===== config.mk =====
export PLATFORM = sky130hd
export DESIGN_NAME = wb_arbiter
export DESIGN_NICKNAME = d
export VERILOG_FILES = /design/src/rtl/wb_arbiter_pkg.sv /design/src/rtl/wb_fifo.sv /design/src/rtl/wb_arbiter.sv
export SDC_FILE = /design/constraint.sdc
export NUM_CORES = 1
export LEC_CHECK = 0
export ABC_AREA = 0
export BUFFER_PORTS_ARGS = -buffer_cell sky130_fd_sc_hd__buf_2
export CORE_UTILIZATION = 50
export DETAILED_ROUTE_END_ITERATION = 12
export GPL_ROUTABILITY_DRIVEN = 0
export PLACE_DENSITY = 0.77
export SLEW_MARGIN = 20
export SYNTH_ARGS = -nofsm -noshare
export SYNTH_HDL_FRONTEND = slang
export SYNTH_SLANG_ARGS = --single-unit

===== constraint.sdc =====
create_clock -name CLK -period 4.39 [get_ports CLK]
set_clock_uncertainty 0.2 [all_clocks]
set_input_delay 0.6585 -clock CLK [delete_from_list [all_inputs] [get_ports CLK]]
set_output_delay 0.6585 -clock CLK [all_outputs]
set_load 0.02 [all_outputs]

===== src/rtl/wb_arbiter_pkg.sv =====
// Shared definitions for the write-back arbiter.
// Contents: the default parameter values, the source identifiers used by the
// round-robin priority pointer, and the grant-selection helper function.
package wb_arbiter_pkg;

    localparam int DEF_NUM_PHYS_REGS = 64;
    localparam int DEF_FIFO_DEPTH    = 4;
    localparam int DEF_DATA_WIDTH    = 32;

    // Values of the priority pointer: the source that wins the next contended cycle.
    localparam logic SRC_A = 1'b0;
    localparam logic SRC_B = 1'b1;

    // Grant vector: bit 0 = source A, bit 1 = source B. At most one bit is set.
    // The priority pointer only decides the winner when both heads are present.
    function automatic logic [1:0] arb_grant(input logic has_a, input logic has_b,
                                             input logic prio);
        logic [1:0] g;
        g = 2'b00;
        if (has_a && has_b) begin
            if (prio == SRC_A) begin
                g = 2'b01;
            end else begin
                g = 2'b10;
            end
        end else if (has_a) begin
            g = 2'b01;
        end else if (has_b) begin
            g = 2'b10;
        end else begin
            g = 2'b00;
        end
        return g;
    endfunction

endpackage


===== src/rtl/wb_fifo.sv =====
// Per-source result buffer for the write-back arbiter.
// Ports: clk/rst_n (async active-low), flush (sync clear), push/wdata (enqueue),
// pop/rdata (dequeue, rdata shows the head combinationally), full, empty, count.
// A push while full and a pop while empty are ignored.
module wb_fifo #(
    parameter  int DEPTH = 4,
    parameter  int WIDTH = 38,
    localparam int AW    = $clog2(DEPTH),
    localparam int CW    = $clog2(DEPTH + 1)
) (
    input  logic             clk,
    input  logic             rst_n,
    input  logic             flush,
    input  logic             push,
    input  logic             pop,
    input  logic [WIDTH-1:0] wdata,
    output logic [WIDTH-1:0] rdata,
    output logic             full,
    output logic             empty,
    output logic [CW-1:0]    count
);

    logic [WIDTH-1:0] mem_r [DEPTH];
    logic [AW-1:0]    wr_ptr_r;
    logic [AW-1:0]    rd_ptr_r;
    logic [CW-1:0]    count_r;
    logic             push_ok_s;
    logic             pop_ok_s;

    assign full      = (count_r == CW'(DEPTH));
    assign empty     = (count_r == {CW{1'b0}});
    assign count     = count_r;
    assign rdata     = mem_r[rd_ptr_r];
    assign push_ok_s = push && !full;
    assign pop_ok_s  = pop && !empty;

    // Storage, pointers and occupancy; DEPTH is a power of two so pointers wrap naturally.
    always_ff @(posedge clk or negedge rst_n) begin
        if (!rst_n) begin
            for (int i = 0; i < DEPTH; i++) begin
                mem_r[i] <= {WIDTH{1'b0}};
            end
            wr_ptr_r <= {AW{1'b0}};
            rd_ptr_r <= {AW{1'b0}};
            count_r  <= {CW{1'b0}};
        end else if (flush) begin
            wr_ptr_r <= {AW{1'b0}};
            rd_ptr_r <= {AW{1'b0}};
            count_r  <= {CW{1'b0}};
        end else begin
            if (push_ok_s) begin
                mem_r[wr_ptr_r] <= wdata;
                wr_ptr_r        <= wr_ptr_r + AW'(1);
            end
            if (pop_ok_s) begin
                rd_ptr_r <= rd_ptr_r + AW'(1);
            end
            count_r <= count_r + CW'(push_ok_s) - CW'(pop_ok_s);
        end
    end

endmodule


===== src/rtl/wb_arbiter.sv =====
// Write-back arbiter: producer side of the physical register file write and
// busy-clear ports. Results from source A (ALU) and source B (MEM) are buffered
// in one wb_fifo each; at most one is written per cycle, chosen round-robin.
// Ports: CLK, RESET (async active-low), A_/B_ Valid/Reg/Data inputs with Ready
// outputs, Flush_IN (sync, highest priority), registered write port
// (RegWrite_OUT/DataWrite_OUT/Write_OUT), busy-clear port (FreeReg_OUT/SetFree_OUT,
// mirrors the write port) and Pending_OUT (total buffered entries).
module wb_arbiter
    import wb_arbiter_pkg::*;
#(
    parameter  int NUM_PHYS_REGS = DEF_NUM_PHYS_REGS,
    parameter  int FIFO_DEPTH    = DEF_FIFO_DEPTH,
    parameter  int DATA_WIDTH    = DEF_DATA_WIDTH,
    localparam int LOG_PHYS      = $clog2(NUM_PHYS_REGS),
    localparam int CNT_W         = $clog2(FIFO_DEPTH + 1),
    localparam int PEND_W        = $clog2(2 * FIFO_DEPTH + 1),
    localparam int ENT_W         = LOG_PHYS + DATA_WIDTH
) (
    input  logic                  CLK,
    input  logic                  RESET,
    input  logic                  A_Valid_IN,
    input  logic [LOG_PHYS-1:0]   A_Reg_IN,
    input  logic [DATA_WIDTH-1:0] A_Data_IN,
    output logic                  A_Ready_OUT,
    input  logic                  B_Valid_IN,
    input  logic [LOG_PHYS-1:0]   B_Reg_IN,
    input  logic [DATA_WIDTH-1:0] B_Data_IN,
    output logic                  B_Ready_OUT,
    input  logic                  Flush_IN,
    output logic [LOG_PHYS-1:0]   RegWrite_OUT,
    output logic [DATA_WIDTH-1:0] DataWrite_OUT,
    output logic                  Write_OUT,
    output logic [LOG_PHYS-1:0]   FreeReg_OUT,
    output logic                  SetFree_OUT,
    output logic [PEND_W-1:0]     Pending_OUT
);

    logic                  full_a_s, empty_a_s, full_b_s, empty_b_s;
    logic [CNT_W-1:0]      count_a_s, count_b_s, cnt_a_nxt_s, cnt_b_nxt_s;
    logic [ENT_W-1:0]      head_a_s, head_b_s, head_sel_s;
    logic                  push_a_s, push_b_s, pop_a_s, pop_b_s, flip_s;
    logic [1:0]            grant_s;
    logic [PEND_W-1:0]     pend_nxt_s;

    logic                  prio_r;
    logic                  write_r;
    logic [LOG_PHYS-1:0]   reg_r;
    logic [DATA_WIDTH-1:0] data_r;
    logic [PEND_W-1:0]     pend_r;

    wb_fifo #(.DEPTH(FIFO_DEPTH), .WIDTH(ENT_W)) u_fifo_a (
        .clk   (CLK),
        .rst_n (RESET),
        .flush (Flush_IN),
        .push  (push_a_s),
        .pop   (pop_a_s),
        .wdata ({A_Reg_IN, A_Data_IN}),
        .rdata (head_a_s),
        .full  (full_a_s),
        .empty (empty_a_s),
        .count (count_a_s)
    );

    wb_fifo #(.DEPTH(FIFO_DEPTH), .WIDTH(ENT_W)) u_fifo_b (
        .clk   (CLK),
        .rst_n (RESET),
        .flush (Flush_IN),
        .push  (push_b_s),
        .pop   (pop_b_s),
        .wdata ({B_Reg_IN, B_Data_IN}),
        .rdata (head_b_s),
        .full  (full_b_s),
        .empty (empty_b_s),
        .count (count_b_s)
    );

    // Ready depends on registered occupancy only: a full FIFO refuses even while draining.
    assign A_Ready_OUT = !full_a_s;
    assign B_Ready_OUT = !full_b_s;

    // Grant, enqueue qualification and next occupancy; flush suppresses all traffic.
    always_comb begin
        grant_s    = 2'b00;
        push_a_s   = 1'b0;
        push_b_s   = 1'b0;
        flip_s     = 1'b0;
        head_sel_s = head_a_s;
        if (Flush_IN) begin
            grant_s  = 2'b00;
            push_a_s = 1'b0;
            push_b_s = 1'b0;
            flip_s   = 1'b0;
        end else begin
            grant_s  = arb_grant(!empty_a_s, !empty_b_s, prio_r);
            push_a_s = A_Valid_IN && !full_a_s;
            push_b_s = B_Valid_IN && !full_b_s;
            // The pointer only moves when it actually resolved a conflict.
            flip_s   = !empty_a_s && !empty_b_s;
        end
        pop_a_s = grant_s[0];
        pop_b_s = grant_s[1];
        if (grant_s[1]) begin
            head_sel_s = head_b_s;
        end else begin
            head_sel_s = head_a_s;
        end
        if (Flush_IN) begin
            cnt_a_nxt_s = {CNT_W{1'b0}};
            cnt_b_nxt_s = {CNT_W{1'b0}};
        end else begin
            cnt_a_nxt_s = count_a_s + CNT_W'(push_a_s) - CNT_W'(pop_a_s);
            cnt_b_nxt_s = count_b_s + CNT_W'(push_b_s) - CNT_W'(pop_b_s);
        end
        pend_nxt_s = PEND_W'(cnt_a_nxt_s) + PEND_W'(cnt_b_nxt_s);
    end

    // Output stage, priority pointer and pending count; address/data hold when idle.
    always_ff @(posedge CLK or negedge RESET) begin
        if (!RESET) begin
            prio_r  <= SRC_A;
            write_r <= 1'b0;
            reg_r   <= {LOG_PHYS{1'b0}};
            data_r  <= {DATA_WIDTH{1'b0}};
            pend_r  <= {PEND_W{1'b0}};
        end else begin
            pend_r <= pend_nxt_s;
            if (flip_s) begin
                prio_r <= !prio_r;
            end
            if (grant_s != 2'b00) begin
                write_r <= 1'b1;
                reg_r   <= head_sel_s[ENT_W-1:DATA_WIDTH];
                data_r  <= head_sel_s[DATA_WIDTH-1:0];
            end else begin
                write_r <= 1'b0;
            end
        end
    end

    assign Write_OUT     = write_r;
    assign SetFree_OUT   = write_r;
    assign RegWrite_OUT  = reg_r;
    assign FreeReg_OUT   = reg_r;
    assign DataWrite_OUT = data_r;
    assign Pending_OUT   = pend_r;

endmodule


==> impl_metrics.env <==
export IMPL_outcome="finished, final reports clean"
export IMPL_power_frac_seq=0.424
export IMPL_drtPass1Iterations=4
export IMPL_ctsHoldBuffers=0
export IMPL_avgSynthCellArea_um2=16.0
export IMPL_numClockSinks=362
export IMPL_grt_max_degree=118
export IMPL_p_sw_mw=4.18
export IMPL_crit_path_end_kind="register"
export IMPL_swShare=0.309
export IMPL_final_max_slew_viol_count=0
export IMPL_p_leak_nw=8.73
export IMPL_ant_nets=0
export IMPL_maxSlewHeadroom=0.282
export IMPL_internal_power_mw=9.34
export IMPL_max_clock_path_buffers=3
export IMPL_syn_inst=1007
export IMPL_synth_area_um2=16100
export IMPL_yosysSeqAreaShare=0.561
export IMPL_drt_initial_drc_count=387
export IMPL_fin_ws_ns=1.16
export IMPL_crit_family="adder cells"
export IMPL_area_growth_pct=14.0
export IMPL_wl_met2_um=17200
export IMPL_fin_nets=1233
export IMPL_via_per_inst=5.75
export IMPL_die_y_um=182
export IMPL_ctsHtreeMaxLevel=2
export IMPL_worstSetupStartpointType="register"
export IMPL_worst_slew_pin_transition_ns=1.08
export IMPL_io_buffers=132
export IMPL_synth_seq_cells=362
export IMPL_place_ws_ns=0.867
export IMPL_maxCapViolCount=0
export IMPL_crit_buf_inv=2
export IMPL_path_clk_slew_ns=0.06
export IMPL_drive_gt1_frac=0.533
export IMPL_num_rows=65
export IMPL_dieArea_um2=33000
export IMPL_hp_class="input pin to asynchronous set/reset pin"
export IMPL_start_util=0.510
export IMPL_grt_util_all_layers=0.220
export IMPL_whs_ns=0.0612
export IMPL_arrival_ns=3.42
export IMPL_dr_wl_met3_um=1350
export IMPL_ios=133
export IMPL_worstSkewPairLatency_ns=0.52
export IMPL_setup_viol=0
export IMPL_hold_viol_final=0
export IMPL_synth_fp_nets=1112
export IMPL_cts_root_buffer="clkbuf_16"
export IMPL_dpl_hpwl_um=21900
export IMPL_worst_path_max_fanout=7
export IMPL_fmax_mhz=310
export IMPL_p_comb_frac=0.338
export IMPL_die_x_um=182
export IMPL_coreArea_um2=31600
export IMPL_cts_setup_buffers=0
export IMPL_vdd_drop_max_v=0.000426
export IMPL_grt_pass1_wl_um=55800
export IMPL_detail_route_wl_per_cell_um=22.1
export IMPL_antenna_found_initial=10
export IMPL_critPathMaxStageDelay_ns=0.52
export IMPL_regArea_um2=9070
export IMPL_synth_warnings=0
export IMPL_cts_inserted_buffers=39
export IMPL_fin_crit_ns=3.23
export IMPL_setup_tns_ns=0
export IMPL_rsz0062_at_grt="false"
export IMPL_path_cells="or3_1 -> a211oi_4 -> ha_1 -> inv_1 -> ha_1 -> fa_1 -> nor2b_1 -> inv_1 -> fa_1 -> xnor2_1"
export IMPL_min_period_over_period=0.735
export IMPL_cts_resized=0
export IMPL_route_top_layer_used="met5"
export IMPL_drt_met1_wl_um=15100
export IMPL_grt_ovfl_total=0
export IMPL_via_count=8982
export IMPL_cts_tree="yes"
export IMPL_grt_pass1_vias=9886
export IMPL_multi_input_area_um2=6540
export IMPL_fillers=2488
export IMPL_critPathKind="register to register"
export IMPL_cp_slowest_cell="or3_1"
export IMPL_p_per_area_nw_per_um2=734
export IMPL_power_clock_fraction=0.238
export IMPL_drc=0
export IMPL_synth_cell_type_count=32
export IMPL_wl_um=34500
export IMPL_worstPathRequired_ns=4.58
export IMPL_power_mw=13.5
Yosys cell counts, drive strengths merged:
| library cell | count | area, µm² |
|---|---|---|
| a211oi | 2 | 27.5 |
| a21o | 40 | 300 |
| a21oi | 2 | 10.0 |
| a22o | 38 | 333 |
| and3 | 4 | 25.0 |
| buf | 59 | 435 |
| clkbuf | 16 | 60.1 |
| clkinv | 1 | 3.75 |
| dfrtp | 362 | 9060 |
| fa | 5 | 100 |
| ha | 19 | 238 |
| inv | 21 | 78.8 |
| mux2 | 304 | 3420 |
| mux2i | 2 | 20.0 |
| mux4 | 76 | 1710 |
| nand2 | 17 | 63.8 |
| nand3 | 2 | 10.0 |
| nor2 | 12 | 45.0 |
| nor2b | 5 | 31.3 |
| nor3 | 1 | 10.0 |
| o211a | 2 | 20.0 |
| o211ai | 1 | 7.51 |
| o21ai | 1 | 5.00 |
| or3 | 1 | 6.26 |
| or3b | 2 | 20.0 |
| xnor2 | 5 | 43.8 |
| xor2 | 7 | 61.3 |
cells in the final DEF, fill, tap and decap left out, types with 7 or more instances in the layout:
cell type	n
buf_4	17
clkbuf_8	14
buf_2	131
nand2_1	9
inv_1	21
a21o_1	40
nand2_2	8
ha_1	19
mux2_2	304
dfrtp_1	358
a22o_1	38
nor2_1	11
mux4_2	76
xor2_1	7
clkbuf_16	40
sequential cells by signal (all words and copies together), names as in the netlist:
signal	cells
u_fifo_a.mem_r	152
Pending_OUT	4
u_fifo_a.rd_ptr_r	2
u_fifo_b.mem_r	152
u_fifo_b.rd_ptr_r	2
u_fifo_b.wr_ptr_r	2
u_fifo_a.wr_ptr_r	2
SetFree_OUT	1
prio_r	1
u_fifo_b.count	3
u_fifo_a.count	3
DataWrite_OUT	32
FreeReg_OUT	6
logic make-up after synthesis:
group	share of synthesized area
simple gates	0.0131
flops	0.561
mux	0.319
buf+inv	0.0358
fa+ha+maj	0.0209
compound gates	0.0435
xor+xnor	0.00651
layout make-up:
cell class,count,area share
Clock inverter,9,0.00381
Timing Repair Buffer,155,0.0499
Sequential cell,362,0.493
Tap cell,402,0.0273
Antenna cell,6,0.000816
Inverter,22,0.00449
Multi-Input combinational cell,548,0.355
Clock buffer,58,0.0657
power by group through the flow:
stage	Combinational [mW]	Clock, mW	Sequential (mW)
global route	4.97	3.42	5.93
floorplan	3.51	0	5.57
finish	4.57	3.21	5.74
CTS	4.64	3.29	5.73
global placement	4.48	0	5.67
detailed placement	4.61	0	5.76
metrics by stage:
step                cells   util  area [µm²]
global route         1558  0.581       18400
detailed placement   1489  0.541       17100
global placement     1489  0.541       17100
CTS                  1556  0.581       18400
finish               1562  0.582       18400
floorplan            1007      -       16100
layer usage:
metal	GRT usage	vias to the layer above
li1	-	3951
met1	0.294	4794
met2	0.367	165
met3	0.0417	64
met4	0.0624	8
met5	0	-
final timing paths:
check                                 endpoint              start  slack (ns)  cells after the start
max                             Pending_OUT[2]  u_fifo_b.count[1]        1.16                     10
min                          u_fifo_b.count[2]              RESET        0.06                      1
max reg2reg                     Pending_OUT[2]  u_fifo_b.count[1]        1.16                     10
min reg2reg                  DataWrite_OUT[18]  DataWrite_OUT[18]        0.27                      1
max in group asynchronous   u_fifo_a.mem_r[94]              RESET        2.99                      2
min in group CLK           u_fifo_a.mem_r[106]      A_Data_IN[30]        0.21                      2
Power figures use the tool's default switching activity.
